==> src/rtl/uart_pkg.sv <==
// -----------------------------------------------------------------------------
// uart_pkg
// Shared definitions for the UART transmit path: default frame width, default
// transmit FIFO depth and the state type of the transmit flow-control FSM.
// No ports (package).
// -----------------------------------------------------------------------------
package uart_pkg;

   localparam int UART_DATA_WIDTH    = 8;
   localparam int UART_TX_FIFO_DEPTH = 16;

   // S_IDLE : transmitter free, head frame may be offered
   // S_BUSY : a frame is in the shifter, wait for transmit_done
   typedef enum logic {
      S_IDLE = 1'b0,
      S_BUSY = 1'b1
   } tx_fifo_state_t;

endpackage

==> src/rtl/uart_sync_fifo.sv <==
// -----------------------------------------------------------------------------
// uart_sync_fifo
// Generic single-clock show-ahead FIFO with occupancy count and a sticky
// overflow flag.
// Ports:
//   clk        in   system clock (rising edge)
//   reset      in   asynchronous active-low reset
//   push       in   write request
//   push_data  in   write data
//   pop        in   read request (ignored while empty)
//   pop_data   out  head entry, combinational read
//   full       out  count == DEPTH
//   empty      out  count == 0
//   count      out  current occupancy
//   overflow   out  sticky: push while full without a pop
//   clr_ovf    in   synchronous clear of overflow
// -----------------------------------------------------------------------------
module uart_sync_fifo
   import uart_pkg::*;
#(
   parameter  int DATA_WIDTH = UART_DATA_WIDTH,
   parameter  int DEPTH      = UART_TX_FIFO_DEPTH,
   localparam int CNT_W      = $clog2(DEPTH + 1)
) (
   input  logic                  clk,
   input  logic                  reset,
   input  logic                  push,
   input  logic [DATA_WIDTH-1:0] push_data,
   input  logic                  pop,
   output logic [DATA_WIDTH-1:0] pop_data,
   output logic                  full,
   output logic                  empty,
   output logic [CNT_W-1:0]      count,
   output logic                  overflow,
   input  logic                  clr_ovf
);

   localparam int PTR_W = $clog2(DEPTH);
   localparam logic [PTR_W-1:0] PTR_ONE = PTR_W'(1);
   localparam logic [CNT_W-1:0] CNT_ONE = CNT_W'(1);

   logic [DATA_WIDTH-1:0] mem_q [DEPTH];
   logic [PTR_W-1:0]      wr_ptr_q, wr_ptr_d;
   logic [PTR_W-1:0]      rd_ptr_q, rd_ptr_d;
   logic [CNT_W-1:0]      count_q, count_d;
   logic                  ovf_q, ovf_d;
   logic                  pop_ok;
   logic                  push_ok;

   assign full  = (count_q == CNT_W'(DEPTH));
   assign empty = (count_q == '0);

   // A pop frees a slot in the same cycle, so a write at full is still
   // accepted when it coincides with a pop.
   assign pop_ok  = pop && !empty;
   assign push_ok = push && (!full || pop_ok);

   always_comb begin
      wr_ptr_d = push_ok ? wr_ptr_q + PTR_ONE : wr_ptr_q;
      rd_ptr_d = pop_ok  ? rd_ptr_q + PTR_ONE : rd_ptr_q;
      count_d  = count_q;
      unique case ({push_ok, pop_ok})
         2'b10:   count_d = count_q + CNT_ONE;
         2'b01:   count_d = count_q - CNT_ONE;
         default: count_d = count_q;
      endcase
      // Set has priority over clear so a dropped write is never lost.
      ovf_d = ovf_q;
      if (clr_ovf) begin
         ovf_d = 1'b0;
      end
      if (push && !push_ok) begin
         ovf_d = 1'b1;
      end
   end

   always_ff @(posedge clk or negedge reset) begin
      if (!reset) begin
         wr_ptr_q <= '0;
         rd_ptr_q <= '0;
         count_q  <= '0;
         ovf_q    <= 1'b0;
      end else begin
         wr_ptr_q <= wr_ptr_d;
         rd_ptr_q <= rd_ptr_d;
         count_q  <= count_d;
         ovf_q    <= ovf_d;
      end
   end

   // Storage carries no reset; only the pointers define what is valid.
   always_ff @(posedge clk) begin
      if (push_ok) begin
         mem_q[wr_ptr_q] <= push_data;
      end
   end

   assign pop_data = mem_q[rd_ptr_q];
   assign count    = count_q;
   assign overflow = ovf_q;

endmodule

==> src/rtl/uart_tx_fifo.sv <==
// -----------------------------------------------------------------------------
// uart_tx_fifo
// Transmit buffer in front of the UART TX controller. Frames are offered one
// at a time; after the controller loads a frame the next one is withheld
// until transmit_done, so the shifter is never overwritten mid-frame.
// Ports:
//   clk            in   system clock (rising edge)
//   reset          in   asynchronous active-low reset
//   wr_en          in   host write strobe
//   wr_data        in   host byte
//   full           out  FIFO full
//   empty          out  FIFO empty
//   count          out  occupancy
//   overflow       out  sticky write-while-full flag
//   clr_ovf        in   clear overflow
//   tx_data        out  head-of-FIFO frame (show-ahead)
//   valid_out      out  frame available and transmitter free
//   load           in   controller load pulse, pops the head frame
//   transmit_done  in   controller end-of-frame pulse
// -----------------------------------------------------------------------------
module uart_tx_fifo
   import uart_pkg::*;
#(
   parameter  int DATA_WIDTH = UART_DATA_WIDTH,
   parameter  int DEPTH      = UART_TX_FIFO_DEPTH,
   localparam int CNT_W      = $clog2(DEPTH + 1)
) (
   input  logic                  clk,
   input  logic                  reset,
   input  logic                  wr_en,
   input  logic [DATA_WIDTH-1:0] wr_data,
   output logic                  full,
   output logic                  empty,
   output logic [CNT_W-1:0]      count,
   output logic                  overflow,
   input  logic                  clr_ovf,
   output logic [DATA_WIDTH-1:0] tx_data,
   output logic                  valid_out,
   input  logic                  load,
   input  logic                  transmit_done
);

   tx_fifo_state_t state_q, state_d;
   logic           pop;

   // Loads are honoured only while a frame is being offered.
   assign pop = load && valid_out;

   uart_sync_fifo #(
      .DATA_WIDTH (DATA_WIDTH),
      .DEPTH      (DEPTH)
   ) u_fifo (
      .clk       (clk),
      .reset     (reset),
      .push      (wr_en),
      .push_data (wr_data),
      .pop       (pop),
      .pop_data  (tx_data),
      .full      (full),
      .empty     (empty),
      .count     (count),
      .overflow  (overflow),
      .clr_ovf   (clr_ovf)
   );

   always_ff @(posedge clk or negedge reset) begin
      if (!reset) begin
         state_q <= S_IDLE;
      end else begin
         state_q <= state_d;
      end
   end

   always_comb begin
      state_d = state_q;
      unique case (state_q)
         S_IDLE:  if (pop)           state_d = S_BUSY;
         S_BUSY:  if (transmit_done) state_d = S_IDLE;
         default: state_d = S_IDLE;
      endcase
   end

   always_comb begin
      valid_out = 1'b0;
      if (state_q == S_IDLE) begin
         valid_out = !empty;
      end
   end

endmodule

==> config.mk <==
export PLATFORM = sky130hd
export DESIGN_NAME = uart_tx_fifo
export DESIGN_NICKNAME = d
export VERILOG_FILES = /design/src/rtl/uart_pkg.sv /design/src/rtl/uart_sync_fifo.sv /design/src/rtl/uart_tx_fifo.sv
export SDC_FILE = /design/constraint.sdc
export NUM_CORES = 1
export LEC_CHECK = 0
export BUFFER_PORTS_ARGS = -buffer_cell sky130_fd_sc_hd__buf_2
export CAP_MARGIN = 10
export CORE_AREA = 2 2 108 110
export DETAILED_ROUTE_END_ITERATION = 7
export DIE_AREA = 0 0 110 112
export GPL_ROUTABILITY_DRIVEN = 0
export MAX_ROUTING_LAYER = met4
export PLACE_DENSITY = 0.76
export SLEW_MARGIN = 10
export SYNTH_ARGS = -nofsm -noshare
export SYNTH_HDL_FRONTEND = slang
export SYNTH_HIERARCHICAL = 1
export SYNTH_SLANG_ARGS = --single-unit
==> constraint.sdc <==
create_clock -name clk -period 6.66 [get_ports clk]
set_input_delay 0.333 -clock clk [delete_from_list [all_inputs] [get_ports clk]]
set_output_delay 0.333 -clock clk [all_outputs]
set_load 0.05 [all_outputs]
# Yosys cells after proc, flatten, opt, wreduce, memory -nomap -nowiden
# Memories as Yosys holds them, arrays and structs flattened.
# Index checks and enable logic that the tools add are counted.
[op_classes] addsub=4 eq_ne=3 muxes=9 bitwise_logic=1 reduce_logical=11
[op_table] op="5-bit case mux with 2 select lines" count=1
[op_table] op="4-bit by 1-bit adder with 4-bit output (second input constant)" count=2
[op_table] op="1-bit 2-to-1 mux" count=7
[op_table] op="5-bit by 1-bit adder with 5-bit output (second input constant)" count=1
[op_table] op="5-bit == test (second input constant)" count=1
[op_table] op="5-bit zero test" count=1
[op_table] op="5-bit by 1-bit subtractor with 5-bit output (second input constant)" count=1
[op_table] op="1-bit logical AND" count=4
[op_table] op="2-bit nonzero test" count=2
[op_table] op="1-bit zero test" count=3
[op_table] op="2-bit by 1-bit == test with 1-bit output (second input constant)" count=1
[op_table] op="2-bit == test (second input constant)" count=1
[op_table] op="1-bit case mux with 2 select lines" count=1
[op_table] op="1-bit logical OR" count=1
[op_table] op="1-bit inverter" count=1
[word_totals] ff_bits=15 ram_bits=128 input_bits=14 output_inout_bits=17 elab_cells=34 n_memories=1
[mem_list] memory="u_fifo.mem_q" depth=16 word_bits=8 rd=1 rd_ports_with_merged_regs=0 write_ports=1 line="uart_sync_fifo.sv:42" text="logic [DATA_WIDTH-1:0] mem_q [DEPTH];"

# Depth between registers and ports, before layout
# Gate-level depths: netlist (run 1).
[depth] word_depth=10 depth_mapped=12 depth_no_buf=12

# Modules after synthesis
# Netlist (run 1), hierarchy kept.
[by_module_without_submodules] module="uart_sync_fifo" n_inst=1 cells_per_inst=298 area_each_um2=5724.2 seq_area_each_um2=4194.0
[by_module_without_submodules] module="uart_tx_fifo" n_inst=1 cells_per_inst=5 area_each_um2=52.6 seq_area_each_um2=25.0

# Worst setup path after synthesis (run 1)
# OpenSTA, ideal clock, no wires.
[synth_path] path_kind="flip-flop to flip-flop" from="register u_fifo.count_q[1], in the netlist u_fifo/count[1]" to="register u_fifo.count_q[4], in the netlist u_fifo/count[4]" setup_ns=0.154 arrival_time_ns=3.876 required_time_ns=6.506 setup_slack_ns=2.630 stages_incl_launch_ff=12 n_path_buf=0 period_less_slack_ns=4.030 path_cell_list="dfrtp_1 > or4_4 > nor2_1 > nor3b_2 > nand3b_1 > nand2_1 > ha_1 > ha_1 > nor2b_1 > o21a_1 > o311ai_0 > o311ai_0"
[synth_between] elab_chain_cells=9 elab_cells_between_ends=15 classes_between="add/sub: 2; eq/ne: 3; mux: 2; reduce/logical: 8"
[synth_rtl] item="start: declaration" line="uart_sync_fifo.sv:45" text="logic [CNT_W-1:0] count_q, count_d;"
[synth_rtl] item="start signal: assignment" line="uart_sync_fifo.sv:86" text="count_q <= count_d;"
[synth_rtl] item="5-bit zero test *" line="uart_sync_fifo.sv:51" text="assign empty = (count_q == '0);"
[synth_rtl] item="via empty" line="uart_tx_fifo.sv:33" text="output logic empty,"
[synth_rtl] item="1-bit zero test *" line="uart_tx_fifo.sv:86" text="valid_out = !empty;"
[synth_rtl] item="1-bit 2-to-1 mux *" line="uart_tx_fifo.sv:85" text="if (state_q == S_IDLE) begin"
[synth_rtl] item="1-bit logical AND *" line="uart_tx_fifo.sv:47" text="assign pop = load && valid_out;"
[synth_rtl] item="via pop" line="uart_tx_fifo.sv:44" text="logic pop;"
[synth_rtl] item="1-bit logical AND *" line="uart_sync_fifo.sv:55" text="assign pop_ok = pop && !empty;"
[synth_rtl] item="1-bit logical OR" line="uart_sync_fifo.sv:56" text="assign push_ok = push && (!full || pop_ok);"
[synth_rtl] item="1-bit logical AND" line="uart_sync_fifo.sv:56"
[synth_rtl] item="2-bit by 1-bit == test with 1-bit output / 2-bit == test (equally long branches)" line="uart_sync_fifo.sv:62" text="unique case ({push_ok, pop_ok})"
[synth_rtl] item="5-bit case mux with 2 select lines / 2-bit nonzero test (equally long branches)"
# Mark *: on every way through the listed nets, which the timed path passes. The rest lies on a longest branch.
# A chain may end at the register's enable or synchronous reset.

# Worst setup path in the final report (run 1)
[layout_path] from="register u_fifo.count_q[0], in the netlist u_fifo/count[0]" to="register u_fifo.count_q[4], in the netlist u_fifo/count[4]"
[layout_between] elab_chain_cells=9 elab_cells_between_ends=15 classes_between="add/sub: 2; eq/ne: 3; mux: 2; reduce/logical: 8"
[layout_rtl] item="5-bit zero test *" line="uart_sync_fifo.sv:51"
[layout_rtl] item="1-bit zero test *" line="uart_tx_fifo.sv:86"
[layout_rtl] item="1-bit 2-to-1 mux *" line="uart_tx_fifo.sv:85"
[layout_rtl] item="1-bit logical AND *" line="uart_tx_fifo.sv:47"
[layout_rtl] item="via pop" line="uart_tx_fifo.sv:44"
[layout_rtl] item="1-bit logical AND *" line="uart_sync_fifo.sv:55"
[layout_rtl] item="1-bit logical OR" line="uart_sync_fifo.sv:56"
[layout_rtl] item="1-bit logical AND" line="uart_sync_fifo.sv:56"
[layout_rtl] item="2-bit by 1-bit == test with 1-bit output / 2-bit == test (equally long branches)" line="uart_sync_fifo.sv:62"
[layout_rtl] item="5-bit case mux with 2 select lines / 2-bit nonzero test (equally long branches)"
# Marked as above.

==> results of run 1 <==
-- final cells by class --
class / instances / area [um^2] / area share [%]
clock buffers: 19 / 433 / 6.52
clock inverters: 13 / 123 / 1.85
inverters: 9 / 33.8 / 0.508
multi-input cells: 137 / 1450 / 21.8
flip-flops and latches: 143 / 4220 / 63.5
well taps: 143 / 179 / 2.69
repair buffers: 37 / 205 / 3.09
-- path summary, 6_finish.rpt --
path                                           end  slack, ns  depth (start not counted)
worst min register to register     u_fifo/overflow       0.54                          2
worst max-delay path               u_fifo/count[4]       3.20                         11
max in group asynchronous       u_fifo/rd_ptr_q[0]       6.00                          2
worst min-delay path               u_fifo/overflow       0.12                          2
min in group asynchronous          u_fifo/count[3]       0.37                          2
worst max register to register     u_fifo/count[4]       3.20                         11
-- cell families after synthesis --
logic type,share of synthesized area (%)
flops,73.0
simple gates,4.55
mux,13.1
compound gates,3.79
buf+inv,1.86
fa+ha+maj,2.30
xor+xnor,1.36
-- routing by layer --
layer / track usage, % / wire length (um)
met3: 4.57 / 579
met1: 26.3 / 4650
met2: 30.8 / 5420
met5: - / 0
met4: 10.4 / 314
-- worst register-to-register path, stage by stage, from the launching register on --
cell and delay, ns:
dfrtp_1 0.45, or4_4 0.55, nor2_1 0.20, nor3b_2 0.09, nand3b_1 0.30, nand2_1 0.22
ha_1 0.35, ha_1 0.33, nor2b_1 0.16, o21a_1 0.19, o311ai_0 0.30, o311ai_0 0.18
-- registers in the layout (all words and copies together), names as in the netlist --
register	flops
u_fifo/mem_q	128
u_fifo/count	5
u_fifo/rd_ptr_q	4
u_fifo/wr_ptr_q	4
state_q	1
u_fifo/overflow	1
-- placed cells by master (no fill, tap or decap), types with 2 or more instances in the layout --
master,Yosys,layout
nand2b_1,2,2
nand2_1,14,14
clkinv_1,0,4
a22oi_1,16,16
dfrtp_1,15,14
edfxtp_1,128,128
o21ai_0,3,3
clkbuf_16,0,17
nand3_1,5,5
bufinv_16,0,2
buf_4,1,6
xnor2_1,6,6
ha_1,9,9
clkinvlp_4,0,2
buf_2,1,30
nor2b_1,3,3
inv_1,9,9
and2_1,2,2
xor2_1,3,3
mux4_2,32,32
nor3_1,5,5
clkinv_2,0,3
nor2_1,16,16
clkinv_4,0,2
clkbuf_1,3,2
o311ai_0,2,2
-- repair_timing --
action	in CTS	in global routing
gates resized for setup	0	0
hold endpoints to repair	15	0
hold buffers	1	0
-- power groups by stage --
stage,registers (mW),logic [mW],clock network (mW)
detailed placement,1.21,1.08,0
global placement,1.20,1.06,0
global route,1.21,1.16,0.940
floorplan,1.22,0.828,0
finish,1.20,1.08,0.885
CTS,1.20,1.09,0.903
-- per-stage QoR --
step	setup WS (ns)	instances	util (%)	cell area (um^2)	hold slack [ns]
6_report	3.20	501	59.5	6640	0.122
5_1_grt	2.88	501	59.5	6640	0.108
4_1_cts	3.20	501	59.5	6640	0.106
3_5_place_dp	3.20	468	54.4	6080	0.262
3_3_place_gp	3.37	468	54.4	6080	0.254
2_1_floorplan	2.63	303	-	5780	0.0374
==> reports/qor.csv, run 1 <==
metric,value,unit
"Distinct cells, synth",42,
WP buf/inv,0,
H-tree depth,4,
Worst setup EP type,register,
kind of critical path,reg -> reg,
Filler cells,798,
grt total ovfl,0,
synthesized area,5780,um^2
Internal,2.04,mW
Synth Register Bits,143,
highest-delay cell along the critical path,or4_4,
die height,112,um
Residual DRC,0,
Post-Synthesis Cells,303,
CTS sink cnt,143,
NumNets Final,369,
setup repair bufs after CTS,0,
area of the die,12300,um^2
hpwl dp,6620,um
first-pass GRT wire length,17100,um
Rows,39,
Initial Util,51.7,%
power density over the cells,476,nW/um^2
CTS max path bufs,2,
CTS Buf Count,17,
sequential share of power,37.9,%
Min-Delay Startpoint,clr_ovf,
Final min period,3.46,ns
largest stage delay on the critical path,0.55,ns
Mapped Nets,327,
post-synth top area cell,edfxtp_1,
drt total wl,11000,um
combinational share of power,34.1,%
Crit Path Max Fanout,8,
Post-synth top cells,"edfxtp_1 (128), mux4_2 (32), a22oi_1 (16), nor2_1 (16), dfrtp_1 (15)",
RSZ-0062 raised after global routing,false,
most common cell in the netlist,edfxtp_1,
Peak VDD IR,0.000393,V
area grow syn2layout,15.0,%
Clock Power Share,28.0,%
CTS tree,built,
die width,110,um
"Reg clk slew, reported paths",0.06,ns
"delay-heaviest family, CP",simple AND/OR/NAND/NOR gates,
fmax,0.289,GHz
setup TNS,0,ns
vias in the first global route,3103,
CP startpoint kind,register,
reg-to-reg startpoint,u_fifo/count[0],
Pleak,2.30,nW
Pre-antenna DRT Iters,4,
pin count of the biggest net entering global routing,31,
layout cells sized above 1,28.2,%
ant diodes,0,
io pins,31,
Final Hold Fails,0,
post-synthesis sequential area ratio,73.0,%
Synth top area share,66.5,%
Hold Path Class,in -> reg,
worst setup path startpoint,u_fifo/count[0],
Worst Path Required,6.92,ns
Final period util,51.9,%
IO buf count,30,
All-Layer GR Usage,20.5,%
Clock Latency Late Sink,0.41,ns
total core area,11200,um^2
Worst-Margin Slew,0.987,ns
final setup vio count,0,
net load switching power,1.12,mW
Clock Skews,0.00810,ns
WL/cell,21.9,um
Synth area leaders,"edfxtp_1 (67%), mux4_2 (12%), dfrtp_1 (6.5%), a22oi_1 (2.1%), ha_1 (1.9%)",
Tot Pwr,3.16,mW
Slew Limit Fails,0,
crit path DAT,3.72,ns
Async SR Flop Fraction,10.5,%
Syn Area/Cell,19.1,um^2
initial antenna violation count,0,
vias per cell,5.88,
CP cell instances,or4_4 > nor2_1 > nor3b_2 > nand3b_1 > nand2_1 > ha_1 > ha_1 > nor2b_1 > o21a_1 > o311ai_0 > o311ai_0,
CTS root buf,clkbuf_16,
number of synthesized flops with an enable pin,128,
top_reg_cell synth,edfxtp_1,
Syn. warnings,6,
initial DRC count,301,
status,"finished, final reports clean",
max-cap viol count,0,
Rel. slew slack,34.0,%
via count,2944,
Post-DRT Antenna Nets,0,
Net Sw Frac,35.3,%
Note: power is estimated with default switching activity, not from simulation.
==> run 2: changes to the inputs <==
clock period = 3.6 ns   (was 6.66 ns; I/O delays follow)
==> run 2 against run 1 <==
  * Design area up 0.94%
  * Global-route usage down 0.46 points
  * Utilization up 0.56 points
  * Sequential power up 86%
  * Flip-flop and latch count unchanged
  * Critical path depth unchanged
  * Via count down 2.5%
  * Worst setup slack worse by 2.9 ns
  * Final cell count up 0.40%
  * Combinational power up 86%
  * First-iteration DRC count down 31%
  * Critical path type unchanged
  * Largest power group unchanged
==> reports/qor.csv, run 2 (same netlist as run 1, synthesis figures left out) <==
metric,value,unit
status,"finished, final reports clean",
Worst setup EP type,register,
Rel. slew slack,34.2,%
"Reg clk slew, reported paths",0.06,ns
Post-DRT Antenna Nets,0,
Rows,39,
CP startpoint kind,register,
setup TNS,0,ns
Crit Path Max Fanout,8,
Worst-Margin Slew,0.983,ns
hpwl dp,6730,um
area grow syn2layout,16.1,%
layout cells sized above 1,30.3,%
H-tree depth,4,
vias in the first global route,2974,
die width,110,um
Min Hold Slack,0.0351,ns
initial DRC count,209,
WP buf/inv,0,
placed insts,469,
Final period util,91.9,%
vias per cell,5.71,
NumNets Final,371,
max FFs per register,128,
CTS max path bufs,2,
max-cap viol count,0,
RSZ-0062 raised after global routing,false,
via count,2871,
Pre-antenna DRT Iters,4,
area of the die,12300,um^2
largest stage delay on the critical path,0.57,ns
die height,112,um
power density over the cells,883,nW/um^2
pin count of the biggest net entering global routing,23,
"delay-heaviest family, CP",simple AND/OR/NAND/NOR gates,
cell mode on critical path,o311ai_0,
crit path DAT,3.57,ns
Finished Layout Cells,503,
io pins,31,
initial antenna violation count,0,
most frequent cells in the layout,"edfxtp_1 (128), mux4_2 (32), buf_2 (30), clkbuf_16 (17), a22oi_1 (16)",
Pleak,2.31,nW
CP cell instances,or4_4 > nor2_4 > nor3b_2 > nand3b_1 > nand2_1 > ha_2 > ha_1 > nor2b_1 > o21a_1 > o311ai_0 > o311ai_0,
Clock Skews,0.0102,ns
Final min period,3.31,ns
fmax,0.302,GHz
CTS tree,built,
highest-delay cell along the critical path,or4_4,
CTS sink cnt,143,
grt total ovfl,0,
Top reg by flops,u_fifo/mem_q,
Clock Latency Late Sink,0.42,ns
Residual DRC,0,
"most common cell after layout, fill and taps aside",edfxtp_1,
Slew Limit Fails,0,
Initial Util,51.7,%
final setup vio count,0,
Worst Path Required,3.87,ns
first-pass GRT wire length,16700,um
IO buf count,30,
total core area,11200,um^2
ant diodes,0,
All-Layer GR Usage,20.0,%
Final Hold Fails,0,
CTS Buf Count,17,
drt total wl,10800,um
Peak VDD IR,0.000893,V
WL/cell,21.4,um
kind of critical path,reg -> reg,
CTS root buf,clkbuf_16,
Hold Path Class,in -> reg,
run 2: worst paths after layout:
check | startpoint | end | slack [ns] | depth (start not counted)
max in group asynchronous | reset | u_fifo/rd_ptr_q[0] | 3.12 | 2
min reg2reg | u_fifo/overflow | u_fifo/overflow | 0.53 | 2
min | transmit_done | state_q | 0.04 | 3
max | u_fifo/count[0] | u_fifo/count[4] | 0.29 | 11
max reg2reg | u_fifo/count[0] | u_fifo/count[4] | 0.29 | 11
min in group asynchronous | reset | u_fifo/rd_ptr_q[1] | 0.20 | 2
run 2: timing repair:
item | in CTS | in global routing
setup buffers | 0 | 0
hold endpoints to repair | 16 | 0
gates resized for setup | 0 | 1
hold buffers | 2 | 0
setup endpoints to repair | 0 | 1
run 2: where the power goes:
part | total (mW) | switching, mW | internal (mW)
Clock | 1.68 | 0.709 | 0.970
Combinational | 2.01 | 1.25 | 0.757
Sequential | 2.23 | 0.189 | 2.04
run 2: worst register-to-register path: stages (launching register included):
cell	delay [ns]
dfrtp_1	0.44
or4_4	0.57
nor2_4	0.13
nor3b_2	0.07
nand3b_1	0.31
nand2_1	0.22
ha_2	0.28
ha_1	0.28
nor2b_1	0.16
o21a_1	0.20
o311ai_0	0.31
o311ai_0	0.19
run 2: through the flow:
stage	worst slack, ns	total power [mW]	area, um^2	util [%]
after floorplan	0.0455	3.80	5780	-
final	0.293	5.92	6710	60.0
after global placement	0.375	4.23	6110	54.6
after global routing	0.0386	6.21	6710	60.0
after detailed placement	0.205	4.29	6110	54.6
after CTS	0.205	5.98	6700	60.0
run 2: final cells by class:
| type | instances | area (um^2) |
|---|---|---|
| tap | 143 | 179 |
| sequential | 143 | 4220 |
| inverter | 9 | 33.8 |
| clock buffer | 17 | 425 |
| timing repair buffer | 39 | 235 |
| fill | 791 | 4470 |
| clock inverter | 15 | 153 |
| multi-input combinational | 137 | 1460 |
run 2: per-layer routing:
layer	vias to the layer above	GRT usage, %	wire length, um
li1	1304	-	-
met1	1468	26.7	4430
met2	95	29.8	5530
met3	4	5.62	737
met4	0	7.00	53
met5	-	-	0
==> run 3: changes to the inputs <==
CELL_PAD_IN_SITES_DETAIL_PLACEMENT = 0   (was unset)
CELL_PAD_IN_SITES_GLOBAL_PLACEMENT = 1   (was unset)
PLACE_DENSITY = unset   (was 0.76)
PLACE_DENSITY_LB_ADDON = 0.1   (was unset)
==> run 3 against run 2 <==
  * Sequential power about the same
  * Register-to-register slack worse by 0.08 ns
  * Power up 1.4%
  * Utilization up 0.39 points
  * Critical path depth unchanged
  * Clock power up 5%
  * Critical endpoint unchanged
  * Largest power group unchanged
  * Highest routed layer unchanged
==> reports/qor.csv, run 3 (same netlist as run 1, synthesis figures left out) <==
metric,value,unit
status,"finished, final reports clean",
CTS max path bufs,2,
Final min period,3.39,ns
power density over the cells,889,nW/um^2
vias in the first global route,2917,
ant diodes,0,
setup slack after layout,0.208,ns
Worst Path Required,3.86,ns
Rows,39,
largest stage delay on the critical path,0.58,ns
drt total wl,10600,um
DP Worst Slack,0.258,ns
CTS tree,built,
CTS Buf Count,17,
Hold Path Class,in -> reg,
die height,112,um
area grow syn2layout,16.9,%
"delay-heaviest family, CP",simple AND/OR/NAND/NOR gates,
Final Hold Fails,0,
Initial Util,51.7,%
Slew Limit Fails,0,
max-cap viol count,0,
Min Hold Slack,0.0385,ns
Finished Layout Cells,506,
Pre-antenna DRT Iters,4,
Min-Delay Startpoint,transmit_done,
NumNets Final,374,
Worst-Margin Slew,0.868,ns
total core area,11200,um^2
area of the die,12300,um^2
reg-to-reg startpoint,u_fifo/count[1],
Clock Skews,0.00559,ns
All-Layer GR Usage,20.1,%
via count,2823,
fmax,0.295,GHz
grt total ovfl,0,
highest-delay cell along the critical path,or4_4,
Rel. slew slack,41.9,%
CP startpoint kind,register,
CTS root buf,clkbuf_16,
setup repair bufs after CTS,0,
Crit Path Max Fanout,8,
reg-to-reg critical path endpoint,u_fifo/count[4],
layout cells sized above 1,29.2,%
Worst R2R Path Depth,11,
CTS sink cnt,143,
post-CTS sizing,0,
R2R setup slack,0.21,ns
Peak VDD IR,0.000776,V
WP buf/inv,0,
final setup vio count,0,
Residual DRC,0,
initial antenna violation count,0,
"most common cell after layout, fill and taps aside",edfxtp_1,
Pleak,2.35,nW
WL/cell,21.0,um
"Reg clk slew, reported paths",0.06,ns
pin count of the biggest net entering global routing,26,
CP cell instances,or4_4 > nor2_4 > nor3b_2 > nand3b_1 > nand2_1 > ha_1 > ha_1 > nor2b_1 > o21a_1 > o311ai_0 > o311ai_0,
hpwl dp,7040,um
kind of critical path,reg -> reg,
max FFs per register,128,
final core area utilization,60.4,%
Top reg by flops,u_fifo/mem_q,
initial DRC count,202,
Worst setup EP type,register,
io pins,31,
crit path DAT,3.65,ns
IO buf count,30,
RSZ-0062 raised after global routing,false,
Clock Latency Late Sink,0.40,ns
first-pass GRT wire length,17000,um
die width,110,um
setup TNS,0,ns
Min-Delay Endpoint,state_q,
most frequent cells in the layout,"edfxtp_1 (128), mux4_2 (32), buf_2 (30), clkbuf_16 (17), a22oi_1 (16)",
hold path depth,3,
placed insts,472,
Final period util,94.2,%
H-tree depth,4,
Post-DRT Antenna Nets,0,
vias per cell,5.58,
run 3: changes by cell type in the layout (fill, tap and decap cells not counted), sizes merged:
cell and change:
inv -6, clkbuf +2, clkinv +3, clkinvlp -2
bufinv +3, buf +3
run 3: area by class of cell:
class | count | area, um^2
fillers | 809 | 4420
flip-flops and latches | 143 | 4220
multi-input cells | 137 | 1460
clock buffers | 19 | 433
repair buffers | 42 | 258
well taps | 143 | 179
clock inverters | 13 | 169
inverters | 9 | 33.8
run 3: power breakdown:
group          internal (mW)  leakage [nW]  switching [mW]  total (mW)
registers               2.04          1.34           0.219        2.26
logic                  0.755         0.723            1.23        1.98
clock network           1.15         0.287           0.611        1.76
total                   3.95          2.35            2.06        6.00
run 3: repair_timing:
| item | 4_1_cts | 5_1_grt |
|---|---|---|
| hold buffers | 2 | 0 |
| setup endpoints to repair | 0 | 0 |
| hold endpoints to repair | 16 | 0 |
run 3: tightest hold or removal path: stages:
cell,delay (ns)
buf_2,0.09
inv_1,0.04
a21o_1,0.09
run 3: through the flow:
| step | total power [mW] | area, um^2 |
|---|---|---|
| floorplan | 3.80 | 5780 |
| CTS | 6.08 | 6750 |
| detailed placement | 4.30 | 6130 |
| global placement | 4.26 | 6130 |
| finish | 6.00 | 6750 |
| global route | 6.32 | 6750 |
run 3: worst max path at each step:
stage | start | end | slack (ns) | cells after the start
4_1_cts | u_fifo/count[1] | u_fifo/count[4] | 0.23 | 11
6_report | u_fifo/count[1] | u_fifo/count[4] | 0.21 | 11
5_1_grt | u_fifo/count[0] | u_fifo/count[4] | 0.02 | 11
3_3_place_gp | u_fifo/count[0] | u_fifo/count[4] | 0.34 | 11
2_1_floorplan | u_fifo/count[1] | u_fifo/count[4] | 0.05 | 11
3_5_place_dp | u_fifo/count[0] | u_fifo/count[4] | 0.26 | 11
run 3: per-layer routing:
metal | wire length [um] | GRT usage [%] | share of wire (%)
met5 | 0 | - | 0
met4 | 102 | 5.06 | 0.96
met3 | 432 | 5.56 | 4.1
met2 | 5210 | 29.0 | 49
met1 | 4890 | 28.6 | 46
